`src/rtl/regfile_write_arbiter_pkg.sv`:
```
// ---------------------------------------------------------------------------
// regfile_arb_pkg
// Shared constants, FSM state encoding and the round-robin wrap helper for
// the register-file write arbiter.
//   RF_AW / RF_DW / RF_DEPTH : register file address width, data width, depth
//   GNT_IDX_W                : width of requester indices (up to 8 requesters)
//   arb_state_e              : IDLE / CLEAR
//   rr_wrap()                : (base + off) mod n, used for pointer arithmetic
// ---------------------------------------------------------------------------
package regfile_arb_pkg;

   localparam int unsigned RF_AW     = 3;
   localparam int unsigned RF_DW     = 8;
   localparam int unsigned RF_DEPTH  = 8;
   localparam int unsigned GNT_IDX_W = 3;

   typedef enum logic {
      ST_IDLE  = 1'b0,
      ST_CLEAR = 1'b1
   } arb_state_e;

   // Modulo-n wrap of a requester index; n never exceeds 8 so the result fits.
   function automatic logic [GNT_IDX_W-1:0] rr_wrap(
      input logic [GNT_IDX_W-1:0] base,
      input int unsigned          off,
      input int unsigned          n
   );
      int unsigned sum;
      sum = 32'(base) + off;
      return GNT_IDX_W'(sum % n);
   endfunction

endpackage

```
`src/rtl/regfile_write_arbiter_if.sv`:
```
// ---------------------------------------------------------------------------
// regfile_arb_if
// Bundles the requester handshake and the register-file write port.
//   req_valid [N_REQ]        : per-requester write request
//   req_addr  [3*N_REQ]      : packed addresses, requester i at [3i+2:3i]
//   req_data  [8*N_REQ]      : packed data, requester i at [8i+7:8i]
//   req_ready [N_REQ]        : one-hot grant back to the requesters
//   rf_we / rf_wa / rf_wd    : write port toward the register file
// Modports: master = requester side (also observes the write port),
//           slave  = arbiter side.
// ---------------------------------------------------------------------------
interface regfile_arb_if
   import regfile_arb_pkg::*;
#(
   parameter int unsigned N_REQ = 4
);

   logic [N_REQ-1:0]       req_valid;
   logic [RF_AW*N_REQ-1:0] req_addr;
   logic [RF_DW*N_REQ-1:0] req_data;
   logic [N_REQ-1:0]       req_ready;
   logic                   rf_we;
   logic [RF_AW-1:0]       rf_wa;
   logic [RF_DW-1:0]       rf_wd;

   modport master (
      output req_valid, req_addr, req_data,
      input  req_ready, rf_we, rf_wa, rf_wd
   );

   modport slave (
      input  req_valid, req_addr, req_data,
      output req_ready, rf_we, rf_wa, rf_wd
   );

endinterface

```
`src/rtl/regfile_write_arbiter_rr_picker.sv`:
```
// ---------------------------------------------------------------------------
// rr_picker
// Combinational round-robin picker: selects the first valid requester at or
// after ptr_i, wrapping modulo N_REQ.
//   valid_i [N_REQ] : request vector
//   ptr_i   [3]     : highest-priority requester this cycle
//   gnt_o   [N_REQ] : one-hot winner, zero when nothing is valid
//   idx_o   [3]     : winner index (0 when nothing is valid)
//   any_o           : a winner exists
// ---------------------------------------------------------------------------
module rr_picker
   import regfile_arb_pkg::*;
#(
   parameter int unsigned N_REQ = 4
) (
   input  logic [N_REQ-1:0]     valid_i,
   input  logic [GNT_IDX_W-1:0] ptr_i,
   output logic [N_REQ-1:0]     gnt_o,
   output logic [GNT_IDX_W-1:0] idx_o,
   output logic                 any_o
);

   // Scan priority ranks k = 0..N_REQ-1; rank k maps to requester (ptr+k) mod N.
   always_comb begin
      gnt_o = {N_REQ{1'b0}};
      idx_o = {GNT_IDX_W{1'b0}};
      any_o = 1'b0;
      for (int unsigned k = 0; k < N_REQ; k++) begin
         for (int unsigned i = 0; i < N_REQ; i++) begin
            if (!any_o && valid_i[i] &&
                (rr_wrap(ptr_i, k, N_REQ) == GNT_IDX_W'(i))) begin
               gnt_o[i] = 1'b1;
               idx_o    = GNT_IDX_W'(i);
               any_o    = 1'b1;
            end else begin
               any_o    = any_o;
            end
         end
      end
   end

endmodule

```
`src/rtl/regfile_write_arbiter.sv`:
```
// ---------------------------------------------------------------------------
// regfile_write_arbiter
// Shares the single register-file write port among N_REQ requesters with
// round-robin arbitration, plus an optional clear sequencer that writes
// CLEAR_VAL to all eight registers.
// Optional feature macro: REGFILE_ARB_CLEAR_EN (clear sequencer compiled in
// when defined; otherwise clr_start is ignored and clr_busy/clr_done are 0).
// Ports:
//   clk, rst_n   : clock, asynchronous active-low reset
//   bus (slave)  : requester handshake in, one-hot req_ready out,
//                  registered rf_we/rf_wa/rf_wd out
//   clr_start_i  : one-cycle clear request
//   clr_busy_o   : clear sequencer active
//   clr_done_o   : one-cycle pulse after the last clear write
//   last_gnt_o   : index of the most recently accepted requester
// ---------------------------------------------------------------------------
module regfile_write_arbiter
   import regfile_arb_pkg::*;
#(
   parameter int unsigned      N_REQ     = 4,
   parameter logic [RF_DW-1:0] CLEAR_VAL = 8'h00
) (
   input  logic                 clk,
   input  logic                 rst_n,
   regfile_arb_if.slave         bus,
   input  logic                 clr_start_i,
   output logic                 clr_busy_o,
   output logic                 clr_done_o,
   output logic [GNT_IDX_W-1:0] last_gnt_o
);

   arb_state_e             state_q, state_d;
   logic [GNT_IDX_W-1:0]   ptr_q, ptr_d;
   logic                   rf_we_q, rf_we_d;
   logic [RF_AW-1:0]       rf_wa_q, rf_wa_d;
   logic [RF_DW-1:0]       rf_wd_q, rf_wd_d;
   logic [GNT_IDX_W-1:0]   last_gnt_q, last_gnt_d;
   logic                   clr_done_q, clr_done_d;

   logic [N_REQ-1:0]       pick_gnt_s;
   logic [GNT_IDX_W-1:0]   pick_idx_s;
   logic                   pick_any_s;
   logic [N_REQ-1:0]       ready_s;
   logic [RF_AW-1:0]       sel_addr_s;
   logic [RF_DW-1:0]       sel_data_s;
   logic                   clr_start_en_s;

`ifdef REGFILE_ARB_CLEAR_EN
   logic [RF_AW-1:0]       cnt_q, cnt_d;

   assign clr_start_en_s = clr_start_i;
   assign clr_busy_o     = (state_q == ST_CLEAR);
`else
   logic                   unused_clr_s;

   assign clr_start_en_s = 1'b0;
   assign unused_clr_s   = ^{clr_start_i, CLEAR_VAL};
   assign clr_busy_o     = 1'b0;
`endif

   rr_picker #(
      .N_REQ (N_REQ)
   ) u_picker (
      .valid_i (bus.req_valid),
      .ptr_i   (ptr_q),
      .gnt_o   (pick_gnt_s),
      .idx_o   (pick_idx_s),
      .any_o   (pick_any_s)
   );

   // AND-OR mux of the winning requester's address and data.
   always_comb begin
      sel_addr_s = {RF_AW{1'b0}};
      sel_data_s = {RF_DW{1'b0}};
      for (int unsigned i = 0; i < N_REQ; i++) begin
         sel_addr_s |= {RF_AW{pick_gnt_s[i]}} & bus.req_addr[i*RF_AW +: RF_AW];
         sel_data_s |= {RF_DW{pick_gnt_s[i]}} & bus.req_data[i*RF_DW +: RF_DW];
      end
   end

   // FSM state register.
   always_ff @(posedge clk or negedge rst_n) begin
      if (!rst_n) begin
         state_q <= ST_IDLE;
      end else begin
         state_q <= state_d;
      end
   end

   // FSM next-state logic and clear counter advance.
   always_comb begin
      state_d = state_q;
`ifdef REGFILE_ARB_CLEAR_EN
      cnt_d   = cnt_q;
`endif
      case (state_q)
         ST_IDLE: begin
            if (clr_start_en_s) begin
               state_d = ST_CLEAR;
`ifdef REGFILE_ARB_CLEAR_EN
               cnt_d   = {RF_AW{1'b0}};
`endif
            end else begin
               state_d = ST_IDLE;
            end
         end
`ifdef REGFILE_ARB_CLEAR_EN
         ST_CLEAR: begin
            cnt_d = cnt_q + 3'd1;
            if (cnt_q == RF_AW'(RF_DEPTH - 1)) begin
               state_d = ST_IDLE;
            end else begin
               state_d = ST_CLEAR;
            end
         end
`endif
         default: begin
            state_d = ST_IDLE;
         end
      endcase
   end

   // FSM outputs: grant, next write-port contents, pointer and status updates.
   always_comb begin
      ready_s    = {N_REQ{1'b0}};
      rf_we_d    = 1'b0;
      rf_wa_d    = rf_wa_q;
      rf_wd_d    = rf_wd_q;
      ptr_d      = ptr_q;
      last_gnt_d = last_gnt_q;
      clr_done_d = 1'b0;
      case (state_q)
         ST_IDLE: begin
            // A clear request masks all grants so the clear wins this cycle.
            if (clr_start_en_s) begin
               ready_s = {N_REQ{1'b0}};
            end else if (pick_any_s) begin
               ready_s    = pick_gnt_s;
               rf_we_d    = 1'b1;
               rf_wa_d    = sel_addr_s;
               rf_wd_d    = sel_data_s;
               ptr_d      = rr_wrap(pick_idx_s, 1, N_REQ);
               last_gnt_d = pick_idx_s;
            end else begin
               ready_s = {N_REQ{1'b0}};
            end
         end
`ifdef REGFILE_ARB_CLEAR_EN
         ST_CLEAR: begin
            rf_we_d = 1'b1;
            rf_wa_d = cnt_q;
            rf_wd_d = CLEAR_VAL;
            if (cnt_q == RF_AW'(RF_DEPTH - 1)) begin
               clr_done_d = 1'b1;
            end else begin
               clr_done_d = 1'b0;
            end
         end
`endif
         default: begin
            ready_s = {N_REQ{1'b0}};
         end
      endcase
   end

   // Registered write port, arbitration pointer and status outputs.
   always_ff @(posedge clk or negedge rst_n) begin
      if (!rst_n) begin
         ptr_q      <= {GNT_IDX_W{1'b0}};
         rf_we_q    <= 1'b0;
         rf_wa_q    <= {RF_AW{1'b0}};
         rf_wd_q    <= {RF_DW{1'b0}};
         last_gnt_q <= {GNT_IDX_W{1'b0}};
         clr_done_q <= 1'b0;
      end else begin
         ptr_q      <= ptr_d;
         rf_we_q    <= rf_we_d;
         rf_wa_q    <= rf_wa_d;
         rf_wd_q    <= rf_wd_d;
         last_gnt_q <= last_gnt_d;
         clr_done_q <= clr_done_d;
      end
   end

`ifdef REGFILE_ARB_CLEAR_EN
   // Clear address counter.
   always_ff @(posedge clk or negedge rst_n) begin
      if (!rst_n) begin
         cnt_q <= {RF_AW{1'b0}};
      end else begin
         cnt_q <= cnt_d;
      end
   end
`endif

   assign bus.req_ready = ready_s;
   assign bus.rf_we     = rf_we_q;
   assign bus.rf_wa     = rf_wa_q;
   assign bus.rf_wd     = rf_wd_q;
   assign clr_done_o    = clr_done_q;
   assign last_gnt_o    = last_gnt_q;

endmodule
```
`src/flat_wrapper.sv`:
```
// flat-port wrapper written by rule: the top's interface ports become plain ports
module regfile_write_arbiter_flat import regfile_arb_pkg::*;
#(
   parameter int unsigned      N_REQ     = 4,
   parameter logic [RF_DW-1:0] CLEAR_VAL = 8'h00
)
  (clk, rst_n, clr_start_i, clr_busy_o, clr_done_o, last_gnt_o, bus_req_valid, bus_req_addr, bus_req_data, bus_req_ready, bus_rf_we, bus_rf_wa, bus_rf_wd);
  regfile_arb_if #(.N_REQ(N_REQ)) bus_i ();
  input  logic clk;
  input  logic rst_n;
  input  logic clr_start_i;
  output logic clr_busy_o;
  output logic clr_done_o;
  output logic [GNT_IDX_W-1:0] last_gnt_o;
  input wire logic [$bits(bus_i.req_valid)-1:0] bus_req_valid;
  input wire logic [$bits(bus_i.req_addr)-1:0] bus_req_addr;
  input wire logic [$bits(bus_i.req_data)-1:0] bus_req_data;
  output wire logic [$bits(bus_i.req_ready)-1:0] bus_req_ready;
  output wire logic [$bits(bus_i.rf_we)-1:0] bus_rf_we;
  output wire logic [$bits(bus_i.rf_wa)-1:0] bus_rf_wa;
  output wire logic [$bits(bus_i.rf_wd)-1:0] bus_rf_wd;
  assign bus_i.req_valid = bus_req_valid;
  assign bus_i.req_addr = bus_req_addr;
  assign bus_i.req_data = bus_req_data;
  assign bus_req_ready = bus_i.req_ready;
  assign bus_rf_we = bus_i.rf_we;
  assign bus_rf_wa = bus_i.rf_wa;
  assign bus_rf_wd = bus_i.rf_wd;
  regfile_write_arbiter #(.N_REQ(N_REQ), .CLEAR_VAL(CLEAR_VAL)) u_core (.clk(clk), .rst_n(rst_n), .bus(bus_i), .clr_start_i(clr_start_i), .clr_busy_o(clr_busy_o), .clr_done_o(clr_done_o), .last_gnt_o(last_gnt_o));
endmodule
```
`config.mk`:
```
export PLATFORM = sky130hd
export DESIGN_NAME = regfile_write_arbiter_flat
export DESIGN_NICKNAME = d
export VERILOG_FILES = /design/src/rtl/regfile_write_arbiter_pkg.sv /design/src/rtl/regfile_write_arbiter_if.sv /design/src/rtl/regfile_write_arbiter_rr_picker.sv /design/src/rtl/regfile_write_arbiter.sv /design/src/flat_wrapper.sv
export SDC_FILE = /design/constraint.sdc
export NUM_CORES = 1
export LEC_CHECK = 0
export ABC_AREA = 1
export CAP_MARGIN = 10
export CORE_MARGIN = 3
export CORE_UTILIZATION = 41
export CTS_BUF_LIST = sky130_fd_sc_hd__clkbuf_4
export DETAILED_ROUTE_END_ITERATION = 8
export PLACE_DENSITY = 0.81
export SYNTH_ARGS = -nofsm -noshare
export SYNTH_HDL_FRONTEND = slang
export SYNTH_SLANG_ARGS = --single-unit
```
`constraint.sdc`:
```
create_clock -name clk -period 3 [get_ports clk]
set_input_delay 0.6 -clock clk [delete_from_list [all_inputs] [get_ports clk]]
set_output_delay 0.6 -clock clk [all_outputs]
set_load 0.01 [all_outputs]
```
==> results of run 1 <==
-- state kept, by name (all words and copies together) (netlist names) --
| name | cells |
|---|---|
| u_core.last_gnt_o | 2 |
| u_core.bus.rf_wd | 8 |
| u_core.bus.rf_wa | 3 |
| u_core.bus.rf_we | 1 |
| u_core.ptr_q | 2 |
-- metal layers --
| metal | GRT usage (%) | up-vias |
|---|---|---|
| li1 | - | 852 |
| met3 | 3.69 | 9 |
| met2 | 37.9 | 54 |
| met1 | 29.7 | 789 |
| met4 | 5.54 | 0 |
| met5 | 0 | - |
-- metrics by stage --
step,hold WS [ns],power (uW)
after floorplan,0.304,1300
after global placement,0.479,1890
final,0.507,2130
after CTS,0.515,2040
after detailed placement,0.488,1920
after global routing,0.532,2330
-- cells by family (layout without fill, tap and decap cells) --
logic type / count (synthesis) / after routing / share of synthesized area [%]
buffers and inverters: 35 / 138 / 12.2
AND/OR/NAND/NOR: 139 / 139 / 54.5
AO/OA/AOI/OAI: 11 / 11 / 4.22
flip-flops: 16 / 16 / 28.8
other: 1 / 3 / 0.269
-- power breakdown --
group          switching, uW  leakage (uW)  internal [uW]
Clock                   72.4     0.0000154           48.5
Sequential              82.6      0.000188            330
Combinational            835       0.00104            766
-- cell type report --
type / instances / share of cell area [%]
timing repair buffer: 105 / 39.7
clock inverter: 1 / 0.156
sequential: 16 / 16.7
multi-input combinational: 153 / 35.7
clock buffer: 3 / 0.935
inverter: 29 / 4.52
tap: 44 / 2.29
-- layout by cell type, fill, tap and decap left out, types with 4 or more instances in the layout --
cell and n:
nand2_2 13, nand2_1 57, a21oi_1 7, nor2_2 6, dfrtp_1 14, nand3_2 13, nand3_1 11, nand4_1 5
dlymetal6s2s_1 4, nor2_1 23, inv_1 27, clkdlybuf4s50_1 59, buf_4 38
-- critical path, delay by kind of cell (launching register included) --
kind | cells | cell delay (ns)
AND/OR/NAND/NOR | 9 | 1.22
flip-flops | 1 | 0.46
buffers and inverters | 2 | 0.25
-- timing repair --
| action | in CTS | in global routing |
|---|---|---|
| endpoints found under the setup margin | 4 | 4 |
| pin swaps | 0 | 9 |
| gates resized for setup | 11 | 15 |
| setup buffers | 0 | 6 |
-- worst paths after layout --
check                           depth (start not counted)                   to  slack, ns                 from
worst max register to register                         17  u_core.bus.rf_wd[0]       0.71      u_core.ptr_q[1]
worst max-delay path                                   11     bus_req_ready[2]       0.16      u_core.ptr_q[1]
worst min register to register                          2  u_core.bus.rf_wd[3]       0.51  u_core.bus.rf_wd[3]
worst min-delay path                                    2  u_core.bus.rf_wd[3]       0.51  u_core.bus.rf_wd[3]
min in group asynchronous                               1  u_core.bus.rf_wa[0]       0.72                rst_n
max in group asynchronous                               1      u_core.ptr_q[0]       1.76                rst_n
==> reports/results.txt, run 1 <==
outcome -> finished, final reports clean
Wirelength per Cell -> 13.0 um
later-pin clock latency in the skew report -> 0.30 ns
initial antenna violation count -> 0
Synth Cell Area -> 1390 sq um
Hold Path Class -> flop to flop
Final Cycle Share -> 94.6%
power per cell area -> 886 nW/um^2
DP HPWL -> 3.58 mm
max_cap viols -> 0
CTS H-tree lvls -> 1
Rows -> 20
Least-Margin Pin Slew -> 0.728 ns
Placement Cell Area -> 2300 sq um
crit path launch type -> flop
largest net degree at the start of global routing -> 17
Vias -> 1704
highest metal used -> met4
Synthesis Warnings -> 0
met3 wire length -> 229 um
final instance area -> 2410 sq um
DIE AREA -> 4130 sq um
skew final -> 0.0116 ns
Antenna Nets Post-Route -> 0
total core area -> 3150 sq um
initial drt markers -> 77
root buffer cell -> clkbuf_4
total negative slack -> 0 ns
Area growth, synth to finish -> 73.0%
Tmin final -> 2.84 ns
number of global-route vias before repair -> 1619
Hold-fix buffers, CTS -> 0
Synth area leaders -> dfrtp_1 (29%), nand2_1 (16%), nand3_2 (8.6%), inv_1 (7.3%), nor2_1 (7.0%)
final WL -> 4.55 mm
Starting Density -> 44.2%
metal2 WL -> 2.26 mm
Multi-input gate area -> 860 sq um
Initial DRT Pass Iterations -> 4
final core occ -> 76.4%
Worst Path Arrival -> 2.24 ns
kind of critical path -> flop to output port
commonest cells in the netlist -> nand2_1 (59), inv_1 (27), nor2_1 (26)
CTS Buf Count -> 3
Worst path max stage delay -> 0.46 ns
met1 WL -> 1.98 mm
top cell type by total area after synthesis -> dfrtp_1
DRC viols -> 0
Post-Syn Instances -> 202
endpoint class of the critical path -> output port
critical path cell sequence -> inv_1 > nand3_2 > nand3_1 > nor2_2 > nand4_1 > nor2_2 > nand4_1 > nor2_2 > nand4_2 > nand2_2 > buf_2
Worst-path clk slew -> 0.10 ns
fraction of layout cells with a size suffix above 1 -> 29.3%
count leader, synth -> nand2_1
commonest register cell after synthesis -> dfrtp_1
die width -> 64.3 um
setup violators final -> 0
worst setup margin -> 0.163 ns
Layout Cells excl Fill -> 351
# diodes -> 0
Filler Cell Count -> 244
Hold Violations, Final -> 0
TritonCTS Sinks -> 16
FF+latch area -> 403 sq um
Slew HR -> 51.3%
Seq/Total Area, Yosys -> 28.8%
post-DR vias/cell -> 4.85
pre-CTS setup slack -> -0.337 ns
leakage -> 0.00124 uW
first-pass GRT wire length -> 7.40 mm
number of library cell types mapped by synthesis -> 23
Routability Congestion -> 0.875
fmax -> 353 MHz
TritonCTS clock tree -> done
Critical Path Fanout Max -> 6
Slew Limit Fails -> 0
Die Ht -> 64.3 um
average cell area after synthesis -> 6.89 sq um
Async SR Flop Fraction -> 100%
I/O Pins -> 72
GR Util All Layers -> 22.4%
maximum vdd drop -> 0.000498 V
share of Yosys cell area claimed by the top area cell type -> 28.8%
fin nets -> 359
Post-synth EDFFs -> 0
most used cell, CP -> nor2_2
required time of the critical path -> 2.40 ns
# port buffers -> 67
slowest library cell on the worst path -> dfrtp_2
clk buf depth -> 2
placed cell count -> 341
#FFs+latches synth -> 16
Congestion Overflow GR -> 0
Power figures use the tool's default switching activity.
==> run 2: changes to the inputs <==
- PLACE_DENSITY: 0.81 -> 0.83
- SYNTH_HIERARCHICAL: not set -> 1
==> reports/results.txt, run 2 <==
worst r2r path cells -> 21 (was 17)
initial drt markers -> 95 (was 77)
Internal -> 1220 uW (was 1140 uW)
Slew Limit Fails -> 0 (unchanged)
Hold Path Class -> flop to flop (unchanged)
GR Util All Layers -> 24.5% (was 22.4%)
number of global-route vias before repair -> 1769 (was 1619)
RSZ-0062 raised after global routing -> false
CTS H-tree lvls -> 1 (unchanged)
max reg flops -> 8 (unchanged)
skew final -> 0.0100 ns (was 0.0116 ns)
first-pass GRT wire length -> 7.94 mm (was 7.40 mm)
reg2reg setup slack -> 0.55 ns (was 0.71 ns)
switching part of the total -> 45.5% (was 46.4%)
I/O Pins -> 72 (unchanged)
Clk pwr share -> 6.0% (was 5.7%)
Critical Path Fanout Max -> 8 (was 6)
Wirelength per Cell -> 12.3 um (was 13.0 um)
Layout Cells excl Fill -> 378 (was 351)
Post-Syn Instances -> 220 (was 202)
Least-Margin Pin Slew -> 0.783 ns (was 0.728 ns)
maximum vdd drop -> 0.000542 V (was 0.000498 V)
area fraction in compound gates after synthesis -> 1.66% (was 4.22%)
Routability Congestion -> 0.881 (was 0.875)
largest family of logic cells by synthesized area -> simple AND/OR/NAND/NOR gates (unchanged)
Rows -> 20 (unchanged)
endpoint class of the critical path -> output port (unchanged)
Post-synth EDFFs -> 0 (unchanged)
adder-cell share of the synthesized area -> 0% (unchanged)
root buffer cell -> clkbuf_4 (unchanged)
final core occ -> 78.8% (was 76.4%)
Starting Density -> 43.7% (was 44.2%)
Reg power frac -> 19.3% (about the same)
CTS Buf Count -> 3 (unchanged)
outcome -> finished, final reports clean (unchanged)
simple-gate share of the synthesized area -> 56.1% (was 54.5%)
commonest cells in the netlist -> nand2_1 (90), nor2_1 (42), inv_1 (18) (was nand2_1 (59), inv_1 (27), nor2_1 (26))
number of cells on the critical path -> 14 (was 11)
count leader, synth -> nand2_1 (unchanged)
placed cell count -> 353 (was 341)
initial antenna violation count -> 0 (unchanged)
Seq/Total Area, Yosys -> 31.4% (was 28.8%)
max_cap viols -> 0 (unchanged)
Critical path buffers and inverters -> 10 (was 2)
Worst path max stage delay -> 0.49 ns (was 0.46 ns)
Synthesis Warnings -> 6 (was 0)
crit path launch type -> flop (unchanged)
Congestion Overflow GR -> 0 (unchanged)
Tmin final -> 2.90 ns (was 2.84 ns)
#FFs+latches synth -> 17 (was 16)
post-DR vias/cell -> 4.73 (was 4.85)
# port buffers -> 68 (was 67)
Slew HR -> 47.7% (was 51.3%)
later-pin clock latency in the skew report -> 0.30 ns (about the same)
top cell type by total area after synthesis -> dfrtp_1 (unchanged)
post-synthesis mux area share -> 0% (unchanged)
Async SR Flop Fraction -> 100% (unchanged)
most used cell, CP -> buf_4 (was nor2_2)
Synth area leaders -> dfrtp_1 (31%), nand2_1 (25%), nor2_1 (12%), nand3_1 (5.9%), buf_4 (5.0%) (was dfrtp_1 (29%), nand2_1 (16%), nand3_2 (8.6%), inv_1 (7.3%), nor2_1 (7.0%))
die width -> 63.5 um (was 64.3 um)
cell count of the worst hold path -> 2 (unchanged)
TritonCTS Sinks -> 17 (was 16)
Hold Violations, Final -> 0 (unchanged)
clk buf depth -> 2 (unchanged)
Worst Path Arrival -> 2.30 ns (was 2.24 ns)
power per cell area -> 913 nW/um^2 (was 886 nW/um^2)
Antenna Nets Post-Route -> 0 (unchanged)
Hold-fix buffers, CTS -> 0 (unchanged)
Worst-path clk slew -> 0.09 ns (was 0.10 ns)
fin nets -> 386 (was 359)
critical path cell sequence -> nor2_2 > nand2_2 > buf_4 > buf_4 > buf_4 > buf_4 > buf_4 > buf_4 > buf_4 > buf_4 > nand4_1 > nand2_1 > inv_1 > buf_2 (was inv_1 > nand3_2 > nand3_1 > nor2_2 > nand4_1 > nor2_2 > nand4_1 > nor2_2 > nand4_2 > nand2_2 > buf_2)
# diodes -> 0 (unchanged)
Area growth, synth to finish -> 80.3% (was 73.0%)
share of Yosys cell area claimed by the top area cell type -> 31.4% (was 28.8%)
Die Ht -> 63.5 um (was 64.3 um)
Tot Pwr -> 2230 uW (was 2130 uW)
final WL -> 4.64 mm (was 4.55 mm)
DRC viols -> 0 (unchanged)
leakage -> 0.00128 uW (was 0.00124 uW)
XOR/XNOR Fraction of Synth Area -> 0% (unchanged)
Final Cycle Share -> 96.7% (was 94.6%)
commonest non-fill, non-tap cell in the layout -> nand2_1 (was clkdlybuf4s50_1)
commonest non-fill, non-tap cells in the layout -> nand2_1 (88), clkdlybuf4s50_1 (60), buf_4 (50) (was clkdlybuf4s50_1 (59), nand2_1 (57), buf_4 (38))
slowest library cell on the worst path -> dfrtp_2 (unchanged)
Logic pwr share -> 74.8% (was 75.0%)
Filler Cell Count -> 260 (was 244)
setup violators final -> 0 (unchanged)
DIE AREA -> 4030 sq um (was 4130 sq um)
total core area -> 3100 sq um (was 3150 sq um)
Crit path max-delay family -> buffers and inverters (was simple AND/OR/NAND/NOR gates)
Vias -> 1789 (was 1704)
required time of the critical path -> 2.40 ns (about the same)
Synth Cell Area -> 1360 sq um (was 1390 sq um)
Initial DRT Pass Iterations -> 4 (unchanged)
Sw Pwr -> 1020 uW (was 990 uW)
fmax -> 345 MHz (was 353 MHz)
TritonCTS clock tree -> done (unchanged)
commonest register cell after synthesis -> dfrtp_1 (unchanged)
average cell area after synthesis -> 6.17 sq um (was 6.89 sq um)
kind of critical path -> flop to output port (unchanged)
number of library cell types mapped by synthesis -> 21 (was 23)
DP HPWL -> 3.39 mm (was 3.58 mm)
largest net degree at the start of global routing -> 18 (was 17)
fraction of layout cells with a size suffix above 1 -> 24.0% (was 29.3%)
==> run 2: cell count changes in the layout (fill, tap and decap cells not counted), sizes merged, moves of 3 or more <==
| cell | before | now |
|---|---|---|
| nand3 | 24 | 17 |
| dlymetal6s2s | 4 | 0 |
| inv | 29 | 18 |
| nor2 | 32 | 47 |
| a21oi | 7 | 0 |
| dlygate4sd2 | 1 | 4 |
| buf | 40 | 55 |
| nand2 | 70 | 91 |
| nor3 | 1 | 6 |
| nand4 | 11 | 8 |
==> run 2: area by class of cell <==
class                      count  area [sq um]  share of cell area [%]
clock buffer                   4          30.0                    1.23
multi-input combinational    176           822                    33.6
tap                           44          55.1                    2.25
sequential                    17           428                    17.5
timing repair buffer         119          1040                    42.6
inverter                      18          67.6                    2.76
==> run 2: power by group through the flow <==
stage | Clock [uW] | Sequential [uW] | Combinational, uW
floorplan | 0 | 458 | 840
global placement | 0 | 423 | 1480
detailed placement | 0 | 426 | 1520
CTS | 136 | 427 | 1630
global route | 148 | 449 | 1860
finish | 133 | 431 | 1670
==> run 2: repair_timing <==
item,4_1_cts,5_1_grt
pin swaps,8,5
setup endpoints to repair,4,4
hold endpoints to repair,0,0
setup buffers,19,2
resized for setup,28,3
==> run 2: stage by stage <==
step / setup WS [ns] / hold slack [ns] / TNS [ns] / instance area [sq um]
floorplan: 0.450 / 0.304 / 0 / 1360
finish: 0.100 / 0.483 / 0 / 2440
global route: 0.000494 / 0.520 / 0 / 2440
global placement: -0.466 / 0.458 / -1.85 / 2250
detailed placement: -0.495 / 0.462 / -1.96 / 2250
CTS: 0.0640 / 0.488 / 0 / 2420
==> run 2: logic make-up after synthesis <==
family	after synthesis
AOI/OAI and AO/OA	4
and+or+nand+nor	169
DFF	17
other	2
buffers and inverters	28
==> run 2: path summary, 6_finish.rpt <==
| path | from | to |
|---|---|---|
| worst min register to register | u_core/last_gnt_o[1] | u_core/last_gnt_o[1] |
| worst min-delay path | u_core/last_gnt_o[1] | u_core/last_gnt_o[1] |
| max in group asynchronous | rst_n | u_core/ptr_q[1] |
| min in group asynchronous | rst_n | u_core/bus.rf_wa[0] |
| worst max-delay path | u_core/ptr_q[1] | bus_req_ready[0] |
| worst max register to register | u_core/ptr_q[1] | u_core/ptr_q[1] |
==> run 2: routing by layer <==
layer  up-vias  GRT usage (%)  part of all wire (%)  wire [um]
met5         -              0                     0          0
met4         0           7.55                   1.5         69
met3         6           2.67                   4.3        198
met2        58           43.9                    52       2390
met1       818           30.4                    43       1980
li1        907              -                     -          -
==> run 2: worst reg2reg max path: stages (launching register included) <==
cell and delay (ns):
dfrtp_2 0.49, inv_1 0.10, nand3_2 0.09, buf_4 0.15, buf_4 0.12, buf_4 0.12, buf_4 0.12, buf_4 0.12
buf_4 0.12, buf_4 0.12, buf_4 0.13, nand2_1 0.07, nor3_1 0.04, o21ai_1 0.08, nor2_1 0.07, nand2_1 0.07
inv_1 0.05, nand2_1 0.09, nand2_2 0.08, nand2_1 0.06, nand2_1 0.04, o21ai_1 0.06
